File: src/rtl/dcache_pkg.sv
// Shared types and helpers for the N-way data cache.
//   width_e     : CPU access width encoding (unsigned forms are loads only)
//   state_e     : cache controller states
//   load_extract: pick the addressed byte/half out of a word and extend it
//   byte_en     : byte-lane enables for a store of the given width/offset
//   store_lanes : move right-justified store data into its byte lane(s)
package dcache_pkg;

  typedef enum logic [2:0] {
    WID_W  = 3'b000,
    WID_H  = 3'b001,
    WID_B  = 3'b010,
    WID_HU = 3'b101,
    WID_BU = 3'b110
  } width_e;

  typedef enum logic [1:0] {
    ST_IDLE,
    ST_FILL,
    ST_WRITE,
    ST_FLUSH
  } state_e;

  // Half-word accesses use off[1] only, so a misaligned half aligns down.
  function automatic logic [31:0] load_extract(input logic [31:0] word,
                                               input width_e      wid,
                                               input logic [1:0]  off);
    logic [15:0] half;
    logic [7:0]  byt;
    logic [31:0] res;
    half = off[1] ? word[31:16] : word[15:0];
    byt  = word[{off, 3'b000} +: 8];
    case (wid)
      WID_H:   res = {{16{half[15]}}, half};
      WID_HU:  res = {16'h0, half};
      WID_B:   res = {{24{byt[7]}}, byt};
      WID_BU:  res = {24'h0, byt};
      default: res = word;
    endcase
    return res;
  endfunction

  function automatic logic [3:0] byte_en(input width_e wid, input logic [1:0] off);
    logic [3:0] be;
    case (wid)
      WID_H, WID_HU: be = off[1] ? 4'b1100 : 4'b0011;
      WID_B, WID_BU: be = 4'b0001 << off;
      default:       be = 4'b1111;
    endcase
    return be;
  endfunction

  // Lanes outside the enabled bytes are driven to zero.
  function automatic logic [31:0] store_lanes(input logic [31:0] data,
                                              input width_e      wid,
                                              input logic [1:0]  off);
    logic [31:0] res;
    case (wid)
      WID_H, WID_HU: res = {16'h0, data[15:0]} << {off[1], 4'b0000};
      WID_B, WID_BU: res = {24'h0, data[7:0]} << {off, 3'b000};
      default:       res = data;
    endcase
    return res;
  endfunction

endpackage

File: src/rtl/dcache_way.sv
// One way of the set-associative cache: per-set valid bit, tag and data word.
//   clk, rst_n : clock, async active-low reset (clears valid, tag, data)
//   clr        : invalidate every set of this way on the next edge
//   idx, tag   : set index and tag of the current access
//   fill_en    : write tag + full word, mark valid
//   st_en      : lane-masked data update of an already valid line
//   wdata, be  : write data (already lane aligned) and byte enables
//   hit        : line at idx is valid and tag matches
//   vld        : line at idx is valid (victim selection)
//   rd         : data word stored at idx
module dcache_way
  import dcache_pkg::*;
#(
  parameter int SETBITS = 2,
  parameter int TAG_W   = 28
) (
  input  logic               clk,
  input  logic               rst_n,
  input  logic               clr,
  input  logic [SETBITS-1:0] idx,
  input  logic [TAG_W-1:0]   tag,
  input  logic               fill_en,
  input  logic               st_en,
  input  logic [31:0]        wdata,
  input  logic [3:0]         be,
  output logic               hit,
  output logic               vld,
  output logic [31:0]        rd
);
  localparam int SETS = 1 << SETBITS;

  logic [SETS-1:0]             valid_q, valid_d;
  logic [SETS-1:0][TAG_W-1:0]  tag_q, tag_d;
  logic [SETS-1:0][31:0]       data_q, data_d;

  always_comb begin
    valid_d = valid_q;
    tag_d   = tag_q;
    data_d  = data_q;
    if (fill_en) begin
      valid_d[idx] = 1'b1;
      tag_d[idx]   = tag;
    end
    if (fill_en || st_en) begin
      for (int b = 0; b < 4; b++)
        if (be[b]) data_d[idx][8*b +: 8] = wdata[8*b +: 8];
    end
    if (clr) valid_d = '0;
  end

  always_ff @(posedge clk or negedge rst_n) begin
    if (!rst_n) begin
      valid_q <= '0;
      tag_q   <= '0;
      data_q  <= '0;
    end else begin
      valid_q <= valid_d;
      tag_q   <= tag_d;
      data_q  <= data_d;
    end
  end

  assign vld = valid_q[idx];
  assign hit = valid_q[idx] && (tag_q[idx] == tag);
  assign rd  = data_q[idx];

endmodule

File: src/rtl/dcache_nway.sv
// N-way set-associative, write-through, no-write-allocate data cache.
//   clk, rst_n           : clock, async active-low reset
//   req_valid/we/width   : CPU request (held while stall=1), addr, wdata
//   flush                : invalidate all lines (sampled only when idle)
//   rdata, stall         : load result (valid when !stall) and CPU hold
//   mem_req/we/addr/wdata/be, mem_ready, mem_rdata : memory handshake
//   hit_cnt, miss_cnt    : saturating load hit / miss counters
module dcache_nway
  import dcache_pkg::*;
#(
  parameter int SETBITS = 2,
  parameter int WAYS    = 2,
  parameter int CNT_W   = 16
) (
  input  logic             clk,
  input  logic             rst_n,
  input  logic             req_valid,
  input  logic             req_we,
  input  logic [2:0]       req_width,
  input  logic [31:0]      addr,
  input  logic [31:0]      wdata,
  input  logic             flush,
  output logic [31:0]      rdata,
  output logic             stall,
  output logic             mem_req,
  output logic             mem_we,
  output logic [31:0]      mem_addr,
  output logic [31:0]      mem_wdata,
  output logic [3:0]       mem_be,
  input  logic             mem_ready,
  input  logic [31:0]      mem_rdata,
  output logic [CNT_W-1:0] hit_cnt,
  output logic [CNT_W-1:0] miss_cnt
);
  localparam int SETS  = 1 << SETBITS;
  localparam int TAG_W = 30 - SETBITS;
  localparam int RR_W  = (WAYS > 1) ? $clog2(WAYS) : 1;

  logic [SETBITS-1:0] idx;
  logic [TAG_W-1:0]   tag;
  width_e             wid;
  logic [3:0]         st_be;
  logic [31:0]        st_data;

  assign idx     = addr[SETBITS+1:2];
  assign tag     = addr[31:SETBITS+2];
  assign wid     = width_e'(req_width);
  assign st_be   = byte_en(wid, addr[1:0]);
  assign st_data = store_lanes(wdata, wid, addr[1:0]);

  state_e                     state_q, state_d;
  logic                       done_q, done_d;   // store just finished; release it once
  logic [SETS-1:0][RR_W-1:0]  rr_q, rr_d;
  logic [CNT_W-1:0]           hit_cnt_q, hit_cnt_d, miss_cnt_q, miss_cnt_d;

  logic [WAYS-1:0]            hit_vec, vld_vec, fill_we, st_we;
  logic [WAYS-1:0][31:0]      rd_vec;
  logic                       way_clr, hit, any_inv;
  logic [31:0]                hit_word, way_wdata;
  logic [3:0]                 way_be;
  logic [RR_W-1:0]            victim;
  logic                       stall_c, mem_req_c, mem_we_c;
  logic [3:0]                 mem_be_c;
  logic [31:0]                rdata_c;

  assign way_wdata = (state_q == ST_FILL) ? mem_rdata : st_data;
  assign way_be    = (state_q == ST_FILL) ? 4'b1111   : st_be;

  for (genvar w = 0; w < WAYS; w++) begin : g_way
    dcache_way #(.SETBITS(SETBITS), .TAG_W(TAG_W)) u_way (
      .clk     (clk),
      .rst_n   (rst_n),
      .clr     (way_clr),
      .idx     (idx),
      .tag     (tag),
      .fill_en (fill_we[w]),
      .st_en   (st_we[w]),
      .wdata   (way_wdata),
      .be      (way_be),
      .hit     (hit_vec[w]),
      .vld     (vld_vec[w]),
      .rd      (rd_vec[w])
    );
  end

  assign hit = |hit_vec;

  always_comb begin
    hit_word = '0;
    for (int w = 0; w < WAYS; w++)
      if (hit_vec[w]) hit_word = hit_word | rd_vec[w];
  end

  // Lowest-index invalid way wins; otherwise the set's round-robin way.
  always_comb begin
    victim  = rr_q[idx];
    any_inv = 1'b0;
    for (int w = 0; w < WAYS; w++)
      if (!any_inv && !vld_vec[w]) begin
        victim  = RR_W'(w);
        any_inv = 1'b1;
      end
  end

  always_comb begin
    state_d    = state_q;
    done_d     = 1'b0;
    rr_d       = rr_q;
    hit_cnt_d  = hit_cnt_q;
    miss_cnt_d = miss_cnt_q;
    stall_c    = 1'b0;
    mem_req_c  = 1'b0;
    mem_we_c   = 1'b0;
    mem_be_c   = 4'b0000;
    rdata_c    = '0;
    fill_we    = '0;
    st_we      = '0;
    way_clr    = 1'b0;
    case (state_q)
      ST_IDLE: begin
        if (flush) begin
          state_d = ST_FLUSH;
          stall_c = req_valid && !(req_we && done_q);
        end else if (req_valid && req_we) begin
          if (!done_q) begin
            stall_c = 1'b1;
            state_d = ST_WRITE;
          end
        end else if (req_valid) begin
          if (hit) begin
            rdata_c   = load_extract(hit_word, wid, addr[1:0]);
            hit_cnt_d = (&hit_cnt_q) ? hit_cnt_q : hit_cnt_q + 1'b1;
          end else begin
            stall_c    = 1'b1;
            miss_cnt_d = (&miss_cnt_q) ? miss_cnt_q : miss_cnt_q + 1'b1;
            state_d    = ST_FILL;
          end
        end
      end
      ST_FILL: begin
        stall_c   = 1'b1;
        mem_req_c = 1'b1;
        mem_be_c  = 4'b1111;
        if (mem_ready) begin
          fill_we[victim] = 1'b1;
          if (!any_inv)
            rr_d[idx] = (rr_q[idx] == RR_W'(WAYS-1)) ? '0 : rr_q[idx] + 1'b1;
          state_d = ST_IDLE;
        end
      end
      ST_WRITE: begin
        stall_c   = 1'b1;
        mem_req_c = 1'b1;
        mem_we_c  = 1'b1;
        mem_be_c  = st_be;
        if (mem_ready) begin
          st_we   = hit_vec;
          done_d  = 1'b1;
          state_d = ST_IDLE;
        end
      end
      ST_FLUSH: begin
        stall_c = 1'b1;
        way_clr = 1'b1;
        state_d = ST_IDLE;
      end
      default: state_d = ST_IDLE;
    endcase
  end

  always_ff @(posedge clk or negedge rst_n) begin
    if (!rst_n) begin
      state_q    <= ST_IDLE;
      done_q     <= 1'b0;
      rr_q       <= '0;
      hit_cnt_q  <= '0;
      miss_cnt_q <= '0;
    end else begin
      state_q    <= state_d;
      done_q     <= done_d;
      rr_q       <= rr_d;
      hit_cnt_q  <= hit_cnt_d;
      miss_cnt_q <= miss_cnt_d;
    end
  end

  always_ff @(posedge clk) begin
    if (rst_n) assert ($onehot0(hit_vec));
  end

  // Gate with rst_n so the handshake drops the instant reset asserts.
  assign stall     = rst_n & stall_c;
  assign mem_req   = rst_n & mem_req_c;
  assign mem_we    = rst_n & mem_we_c;
  assign mem_be    = rst_n ? mem_be_c : 4'b0000;
  assign rdata     = rst_n ? rdata_c  : '0;
  assign mem_addr  = {addr[31:2], 2'b00};
  assign mem_wdata = st_data;
  assign hit_cnt   = hit_cnt_q;
  assign miss_cnt  = miss_cnt_q;

endmodule

File: config.mk
export PLATFORM = sky130hd
export DESIGN_NAME = dcache_nway
export DESIGN_NICKNAME = d
export VERILOG_FILES = /design/src/rtl/dcache_pkg.sv /design/src/rtl/dcache_way.sv /design/src/rtl/dcache_nway.sv
export SDC_FILE = /design/constraint.sdc
export NUM_CORES = 1
export LEC_CHECK = 0
export BUFFER_PORTS_ARGS = -buffer_cell sky130_fd_sc_hd__buf_4
export CAP_MARGIN = 10
export CORE_MARGIN = 2
export CORE_UTILIZATION = 30
export DETAILED_ROUTE_END_ITERATION = 16
export GPL_TIMING_DRIVEN = 0
export PLACE_DENSITY_LB_ADDON = 0.2
export SKIP_LAST_GASP = 1
export SLEW_MARGIN = 20
export SYNTH_ARGS = -nofsm -noshare
export SYNTH_HDL_FRONTEND = slang
export SYNTH_SLANG_ARGS = --single-unit
File: constraint.sdc
create_clock -name clk -period 8.45 [get_ports clk]
set_clock_uncertainty 0.05 [all_clocks]
set_input_delay 1.69 -clock clk [delete_from_list [all_inputs] [get_ports clk]]
set_output_delay 1.69 -clock clk [all_outputs]
set_load 0.03 [all_outputs]
Yosys cells after proc, flatten, opt, wreduce, memory -nomap -nowiden
Index checks and enable logic that the tools add are counted.
Widths: inputs -> output; s select.

storage, ports and cells
  flip-flop bits (word level) = 527
  input port bits = 105

operators by class
  $add $sub $neg = 3
  order comparisons = 4
  eq/ne operators = 13
  shift operators = 4
  mux-type cells = 101
  bitwise operators = 12
  reduce and logical (&&, ||, !) cells = 26

operators with widths
  operator               number
  $mux 128               14
  $bwmux 128             8
  $mux 32                12
  $demux 32 s2           4
  $bwmux 112             2
  $bmux 32 s2            2
  $pmux 32 s4            1
  $bmux 28 s2            2
  $mux 28                3
  $pmux 32 s2            1
  $demux 28 s2           1
  $eq 28x28->1           2
  $add 16x1->16 const B  2
  $mux 16                2
  $or 32x32->32          1
  $reduce_and 16->1      2
  $shiftx 32x6->8        1
  $shl 16x5->32          1
  $shl 8x5->32           1
  $mux 4                 7
  $mux 24                1
  $mux 1                 20
  $mux 2                 10
  $pmux 4 s2             2
  other kinds (33)       61

Longest topological paths before layout
Gate-level depths: netlist of run 1.

  word-level depth = 21
  gate-level depth with buffers = 15

By module
A second synthesis of run 1 with hierarchy kept.

second synthesis, totals
  cells, all modules = 1910
  area, all modules = 26467.9 µm²

by module, submodules not included
  module                       instances  cells an instance  area an instance (µm²)  sequential area each (µm²)
  dcache_way (g_way[1].u_way)  1          699                11071.9                 6105.9
  dcache_way (g_way[0].u_way)  1          704                10980.5                 6105.9
  dcache_nway                  1          507                4415.5                  975.9

Worst setup path before layout of run 1
Ideal clock, no wire load.

  kind = in2out
  start point = input port addr[2]
  end point = output port rdata[21]
  arrival time = 4843 ps
  required time = 6710 ps
  slack = 1867 ps
  stages = 12
  buffers on the path = 3
  cells stage by stage = buf_6 > buf_2 > mux4_2 > xnor2_1 > nand2_1 > a211oi_2 > nand3_2 > o32a_1 > a2bb2o_2 > o31a_1 > buf_2 > o2bb2ai_1

between the ends
  cells in the longest elaborated chain, start to end = 15
  elaborated cells between the ends (all ways) = 29
  those cells by class = eq/ne (2); shift (1); mux (22); bitwise (1); reduce/logical (3)

RTL lines
  item                                               RTL line                            text
  start: declaration                                 dcache_nway.sv:20                   input logic [31:0] addr,
  $bmux 28 s2                                        dcache_way.sv:64                    assign hit = valid_q[idx] && (tag_q[idx] == tag);
  $mux 28 (implied by the code)                      dcache_way.sv:64
  $eq 28x28->1                                       dcache_way.sv:64
  $logic_and 1x1->1                                  dcache_way.sv:64
  $mux 32                                            dcache_nway.sv:91                   if (hit_vec[w]) hit_word = hit_word | rd_vec[w];
  $or 32x32->32                                      dcache_nway.sv:91
  $mux 32                                            dcache_nway.sv:91
  $shiftx 32x6->8 / $mux 16 (equally long branches)  dcache_pkg.sv:32, dcache_pkg.sv:31
  $pmux 32 s4                                        dcache_pkg.sv:33                    case (wid)
  $mux 32 (*)                                        dcache_nway.sv:130                  if (hit) begin
  $mux 32 (*)                                        dcache_nway.sv:129                  end else if (req_valid) begin
  $mux 32 (*)                                        dcache_nway.sv:124                  end else if (req_valid && req_we) begin
  $mux 32 (*)                                        dcache_nway.sv:121                  if (flush) begin
  $mux 32 (*)                                        dcache_nway.sv:119                  case (state_q)
  $mux 32 (*)                                        dcache_nway.sv:196                  assign rdata = rst_n ? rdata_c : '0;
  end: declaration                                   dcache_nway.sv:23                   output logic [31:0] rdata,

Mark *: on every way between the ends. The rest lies on a longest branch, timed or not. The select of a mux whose other input is x is not followed.

Final worst setup path of run 1
  start point = input port addr[3]
  end point = output port rdata[6]

Same word-level chain as after synthesis.

==> summary.txt, run 1 <==
status - finished clean
initial antenna violation count - 0
post-synthesis instance area - 26400 µm²
Tmin final - 8420 ps
Crit path arrival time - 6680 ps
DIE HEIGHT - 300 µm
H-tree levels - 2
Clock Latency Late Sink - 650 ps
reg2reg path depth - 11
die area - 90200 µm²
Synth-to-Final Area Change - 20.3%
Avg WL per Cell - 23.7 µm
area of the multi-input gates - 12100 µm²
CP startpoint kind - primary input
Port Buffers - 216
Synth area leader - dfrtp_1
Post-synth top flop - dfrtp_1
number of global-route vias before repair - 19246
largest net degree at the start of global routing - 103
top post-synthesis cells by count - dfrtp_1, mux2_2, nand2_1
Row Count - 108
cell count after placement - 3441
Post-synth EDFFs - 0
TritonCTS clock tree - yes
Fin. Hold Viols - 0
count of final setup violators - 0
gp weighted congestion - 0.972
worst-case clock buffer depth - 3
period utilization - 0.996
Filler Cell Count - 8465
Syn. warnings - 0
Horiz. Die Dim - 300 µm
final wirelength - 84200 µm
Post-Syn Instances - 2064
post-route insts no fill - 3550
first-pass detailed-route iteration total - 7
Max transition margin - 0.276
MaxCap Viol Count - 0
total CTS buffers - 60
FF+latch count, synth - 527
clk sink count - 527
Worst Hold Class - flop to flop
final core utilization - 0.365
worst hold stages - 2
sequential area share after synthesis - 0.500
Final ANT Viol Nets - 0
PD cells - 294 nW/µm²
layout cells sized above 1 - 0.382
Peak VDD IR - 0.177 mV
critical path required time - 6710 ps
pre-CTS setup slack - -173 ps
leak pwr - 14.3 nW
syn_area_per_cell - 12.8 µm²
Setup CP Type - primary input to output port
share of flip-flops with an asynchronous set or reset - 1.00
top post-synthesis cells by area - dfrtp_1, mux2_2, mux4_2
Tot Pwr - 9.33 mW
RSZ-0062 raised after global routing - true
vias - 18199
first-pass GRT wire length - 127000 µm
FF/Latch Area - 13200 µm²
Critical Path Sink Type - output port
CTS clock-pin slew for the worst setup and hold paths - 60 ps
measured slew at the worst slew-check pin - 1090 ps
# DRC - 0
Worst Path Max Fanout - 10
most frequent cell after synthesis - dfrtp_1
Synth top area share - 0.500
core area - 86900 µm²
Final WS setup - 29.7 ps
IO Pins - 240
Initial Utilization - 0.303
vias per inst - 5.13
Total GRT Usage - 0.187
clk root buf - clkbuf_16
HPWL Detailed - 61400 µm
Hold Buf Count CTS - 0
Final Max Slew Viols - 0
highest clock rate - 119 MHz
number of library cell types mapped by synthesis - 75
Congestion Overflow GR - 0
fin nets - 2465
DR iter-0 viols - 1064
## per-layer routing
layer / vias up / track usage / wire length (µm)
met4: 0 / 0.0392 / 1560
li1: 8023 / - / -
met1: 9586 / 0.258 / 38100
met3: 99 / 0.0298 / 4190
met2: 491 / 0.309 / 40300
met5: - / 0 / 0
## cell type report
| type | count | share of cell area |
|---|---|---|
| Clock inverter | 26 | 0.00995 |
| Multi-Input combinational cell | 1291 | 0.382 |
| Antenna cell | 1 | 0.0000789 |
| Timing Repair Buffer | 224 | 0.0564 |
| Tap cell | 1155 | 0.0456 |
| Sequential cell | 527 | 0.416 |
| Clock buffer | 79 | 0.0531 |
| Buffer | 159 | 0.0259 |
| Inverter | 88 | 0.0104 |
## kinds of logic (layout without fill, tap and decap cells)
logic type | Yosys count | count (layout) | share of synthesized area
multiplexers | 584 | 584 | 0.289
flip-flops | 527 | 527 | 0.500
AND/OR/NAND/NOR | 326 | 326 | 0.0601
AO/OA/AOI/OAI | 285 | 285 | 0.0738
buffers and inverters | 247 | 576 | 0.0437
XOR/XNOR | 85 | 85 | 0.0282
adder cells (fa/ha/maj) | 9 | 9 | 0.00427
other | 1 | 3 | 0.000142
## worst paths after layout
kind                                                            start                                     end  slack, ps
max in group asynchronous                                       rst_n   g_way[1].u_way.data_q[74]$_DFFE_PN0P_       5500
worst max register to register  g_way[1].u_way.tag_q[106]$_DFFE_PN0P_  g_way[1].u_way.data_q[122]$_DFFE_PN0P_       4060
worst min register to register  g_way[1].u_way.data_q[99]$_DFFE_PN0P_   g_way[1].u_way.data_q[99]$_DFFE_PN0P_        420
worst max-delay path                                          addr[3]                                rdata[6]         30
worst min-delay path            g_way[1].u_way.data_q[99]$_DFFE_PN0P_   g_way[1].u_way.data_q[99]$_DFFE_PN0P_        420
min in group asynchronous                                       rst_n    g_way[0].u_way.tag_q[80]$_DFFE_PN0P_       1010
## what timing repair did
action | 4_1_cts | 5_1_grt
pin swaps | 1 | 0
gates resized for setup | 5 | 6
setup endpoints to repair | 7 | 22
setup buffers | 3 | 0
## critical path, stage by stage
cell and delay [ps]:
buf_2 220, buf_2 420, buf_4 350, mux4_2 350, xnor2_1 570, nand4_1 220
nor2_1 240, nand2_1 360, clkbuf_1 450, o32ai_1 950, mux2_2 300, o221ai_1 120
a21oi_1 200, buf_4 200
## layout by cell type (no fill, tap or decap), types with 9 or more instances in the layout
cell       synthesis  routed
a21o_1            10      10
a21oi_1           24      24
a22o_1            17      17
a22oi_1           22      22
and2_1            11      11
and3_1             9       9
buf_1             21      21
buf_2             35      35
buf_4             40     258
clkbuf_1          59      66
clkbuf_16          0      60
clkbuf_8           0      11
clkinv_2           0      16
dfrtp_1          527     527
ha_1               9       9
inv_1             87      87
mux2_1            67      67
mux2_2           367     367
mux2i_1           51      51
mux4_2            99      99
nand2_1          154     154
nand2_2            9       9
nand3_1           24      24
nand4_1           20      20
nor2_1            42      42
nor2b_1           18      18
o21ai_0          107     107
o221ai_1          11      11
o22ai_1           13      12
o2bb2ai_1         16      16
o32ai_1           23      13
o32ai_2            0      10
xnor2_1           62      62
xor2_1            23      23
## registers in the layout (all words and copies together) (netlist names)
signal               flops
g_way.u_way.data_q     256
g_way.u_way.tag_q      224
hit_cnt                 16
miss_cnt                16
g_way.u_way.valid_q      8
rr_q                     4
state_q                  2
done_q                   1
## power breakdown
group	total, mW	switching [mW]	internal, mW
registers	4.02	0.495	3.53
logic	2.67	1.29	1.38
clock network	2.64	1.09	1.55
total	9.33	2.88	6.46
## stage by stage
step                      setup TNS [ps]  area, µm²  hold slack, ps
after floorplan                        0      26400             390
after global placement           -106420      29400             405
after detailed placement            -658      29600             415
after CTS                           -171      31600             427
after global routing                -329      31700             451
final                                  0      31700             424
(Power assumes the default switching activity.)
==> run 2: changes to the inputs <==
--- a/config.mk
+++ b/config.mk
@@ -11,7 +11,9 @@
 export CORE_UTILIZATION = 30
 export DETAILED_ROUTE_END_ITERATION = 16
 export GPL_TIMING_DRIVEN = 0
+export MAX_ROUTING_LAYER = met4
 export PLACE_DENSITY_LB_ADDON = 0.2
+export REMOVE_ABC_BUFFERS = 1
 export SKIP_LAST_GASP = 1
 export SLEW_MARGIN = 20
 export SYNTH_ARGS = -nofsm -noshare
==> run 2 against run 1 <==
- clock power grew 6%
- worst hold slack is essentially flat
- largest cell class unchanged
- critical endpoint is now rdata[21]
- sequential share of layout area is essentially flat
- total power grew 0.54%
- first-iteration DRC count shrank 13%
- via count shrank 4.3%
- flip-flop and latch count is the same
- die area is the same
- critical path depth shrank 2
==> summary.txt, run 2 (synthesis gave the netlist of run 1 again) <==
total CTS buffers - 60
Total GRT Usage - 0.176
Top Registers - g_way.u_way.data_q: 256 flops, g_way.u_way.tag_q: 224 flops
Initial Utilization - 0.303
IO Pins - 240
initial antenna violation count - 2
most common cell after layout, fill and taps aside - dfrtp_1
layout cells sized above 1 - 0.390
H-tree levels - 2
final wirelength - 77500 µm
Horiz. Die Dim - 300 µm
vias per inst - 5.06
Largest Register - g_way.u_way.data_q
Worst Path Max Fanout - 62
period utilization - 0.971
Congestion Overflow GR - 0
cell count after placement - 3325
CP startpoint kind - primary input
Critical Path Sink Type - output port
vias - 17422
Row Count - 108
Tmin final - 8210 ps
Setup CP Type - primary input to output port
die area - 90200 µm²
Worst Hold Class - flop to flop
Clock Latency Late Sink - 640 ps
Final ANT Viol Nets - 0
Fin. Hold Viols - 0
count of final setup violators - 0
critical path required time - 6710 ps
max reg flops - 256
worst-case clock buffer depth - 3
DR iter-0 viols - 922
Max transition margin - 0.221
design area - 31700 µm²
core area - 86900 µm²
fin nets - 2353
status - finished clean
highest clock rate - 122 MHz
measured slew at the worst slew-check pin - 1160 ps
gp weighted congestion - 0.803
Port Buffers - 237
post-route insts no fill - 3446
Avg WL per Cell - 22.5 µm
number of global-route vias before repair - 18246
first-pass detailed-route iteration total - 5
Final WS setup - 245 ps
Synth-to-Final Area Change - 20.2%
placed inst area - 29400 µm²
MaxCap Viol Count - 0
Crit path arrival time - 6470 ps
HPWL Detailed - 54000 µm
Final Max Slew Viols - 0
clk sink count - 527
RSZ-0062 raised after global routing - false
first-pass GRT wire length - 118000 µm
pre-CTS setup slack - -1370 ps
TritonCTS clock tree - yes
largest net degree at the start of global routing - 99
clk root buf - clkbuf_16
Tot Pwr - 9.38 mW
leak pwr - 14.2 nW
PD cells - 296 nW/µm²
most frequent cells in the layout - dfrtp_1, mux2_2, buf_4, nand2_1, o21ai_0
CTS clock-pin slew for the worst setup and hold paths - 60 ps
Peak VDD IR - 0.207 mV
# DRC - 0
DIE HEIGHT - 300 µm
setup TNS - 0 ps
run 2: cell count changes in the layout (fill, tap and decap cells not counted), moves of 5 or more:
cell,before,now
buf_16,5,16
buf_1,21,0
clkbuf_8,11,17
clkinv_2,16,11
buf_4,258,243
o32ai_2,10,1
clkbuf_1,66,8
buf_2,35,0
nand2_2,9,14
o32ai_1,13,22
nand2_1,154,149
run 2: through the flow:
stage	util	hold WS (ps)
2_1_floorplan	-	390
3_3_place_gp	0.331	404
3_5_place_dp	0.339	415
4_1_cts	0.364	428
5_1_grt	0.364	445
6_report	0.364	424
run 2: worst max-delay path, stage by stage:
cell       delay (ps)
buf_8             250
buf_16            400
mux4_2            580
xor2_1            220
nor4_2            510
nor3b_1           290
nand4_2           450
o22ai_2           510
nor3_1            170
o31a_1            580
o2bb2ai_1         470
buf_4             240
run 2: path summary, 6_finish.rpt:
check,from,to,slack [ps],cells after the start
max reg2reg,g_way[0].u_way.tag_q[71]$_DFFE_PN0P_,g_way[0].u_way.data_q[61]$_DFFE_PN0P_,4110,9
min reg2reg,g_way[0].u_way.data_q[7]$_DFFE_PN0P_,g_way[0].u_way.data_q[7]$_DFFE_PN0P_,420,2
max in group asynchronous,rst_n,miss_cnt[5]$_DFFE_PN0P_,5030,6
max,addr[2],rdata[21],240,12
min in group asynchronous,rst_n,g_way[0].u_way.tag_q[44]$_DFFE_PN0P_,920,1
min,g_way[0].u_way.data_q[7]$_DFFE_PN0P_,g_way[0].u_way.data_q[7]$_DFFE_PN0P_,420,2
run 2: area by class of cell:
cell class                 instances  area, µm²
clock buffer                      85       1770
inverter                          88        334
clock inverter                    27        382
timing repair buffer             270       2440
timing repair inverter             1       5.00
antenna                            2       5.00
multi-input combinational       1291      12100
tap                             1155       1450
sequential                       527      13200
fill                            8366      55200
run 2: power by group:
part,internal [mW],switching (mW),total (mW)
clock,1.70,1.10,2.80
combinational,1.39,1.18,2.56
sequential,3.53,0.490,4.02
run 2: layer usage:
metal	wire length, µm	part of all wire	global-route usage
met2	37000	0.48	0.283
met4	1600	0.021	0.0404
met5	0	0	-
met3	3180	0.041	0.0253
met1	35600	0.46	0.236
run 2: what timing repair did:
action	4_1_cts	5_1_grt
hold buffers	0	0
endpoints found under the hold margin	0	0
setup endpoints to repair	32	23
pin swaps	2	2
setup buffers	1	5
resized for setup	7	1
gates cloned	0	1
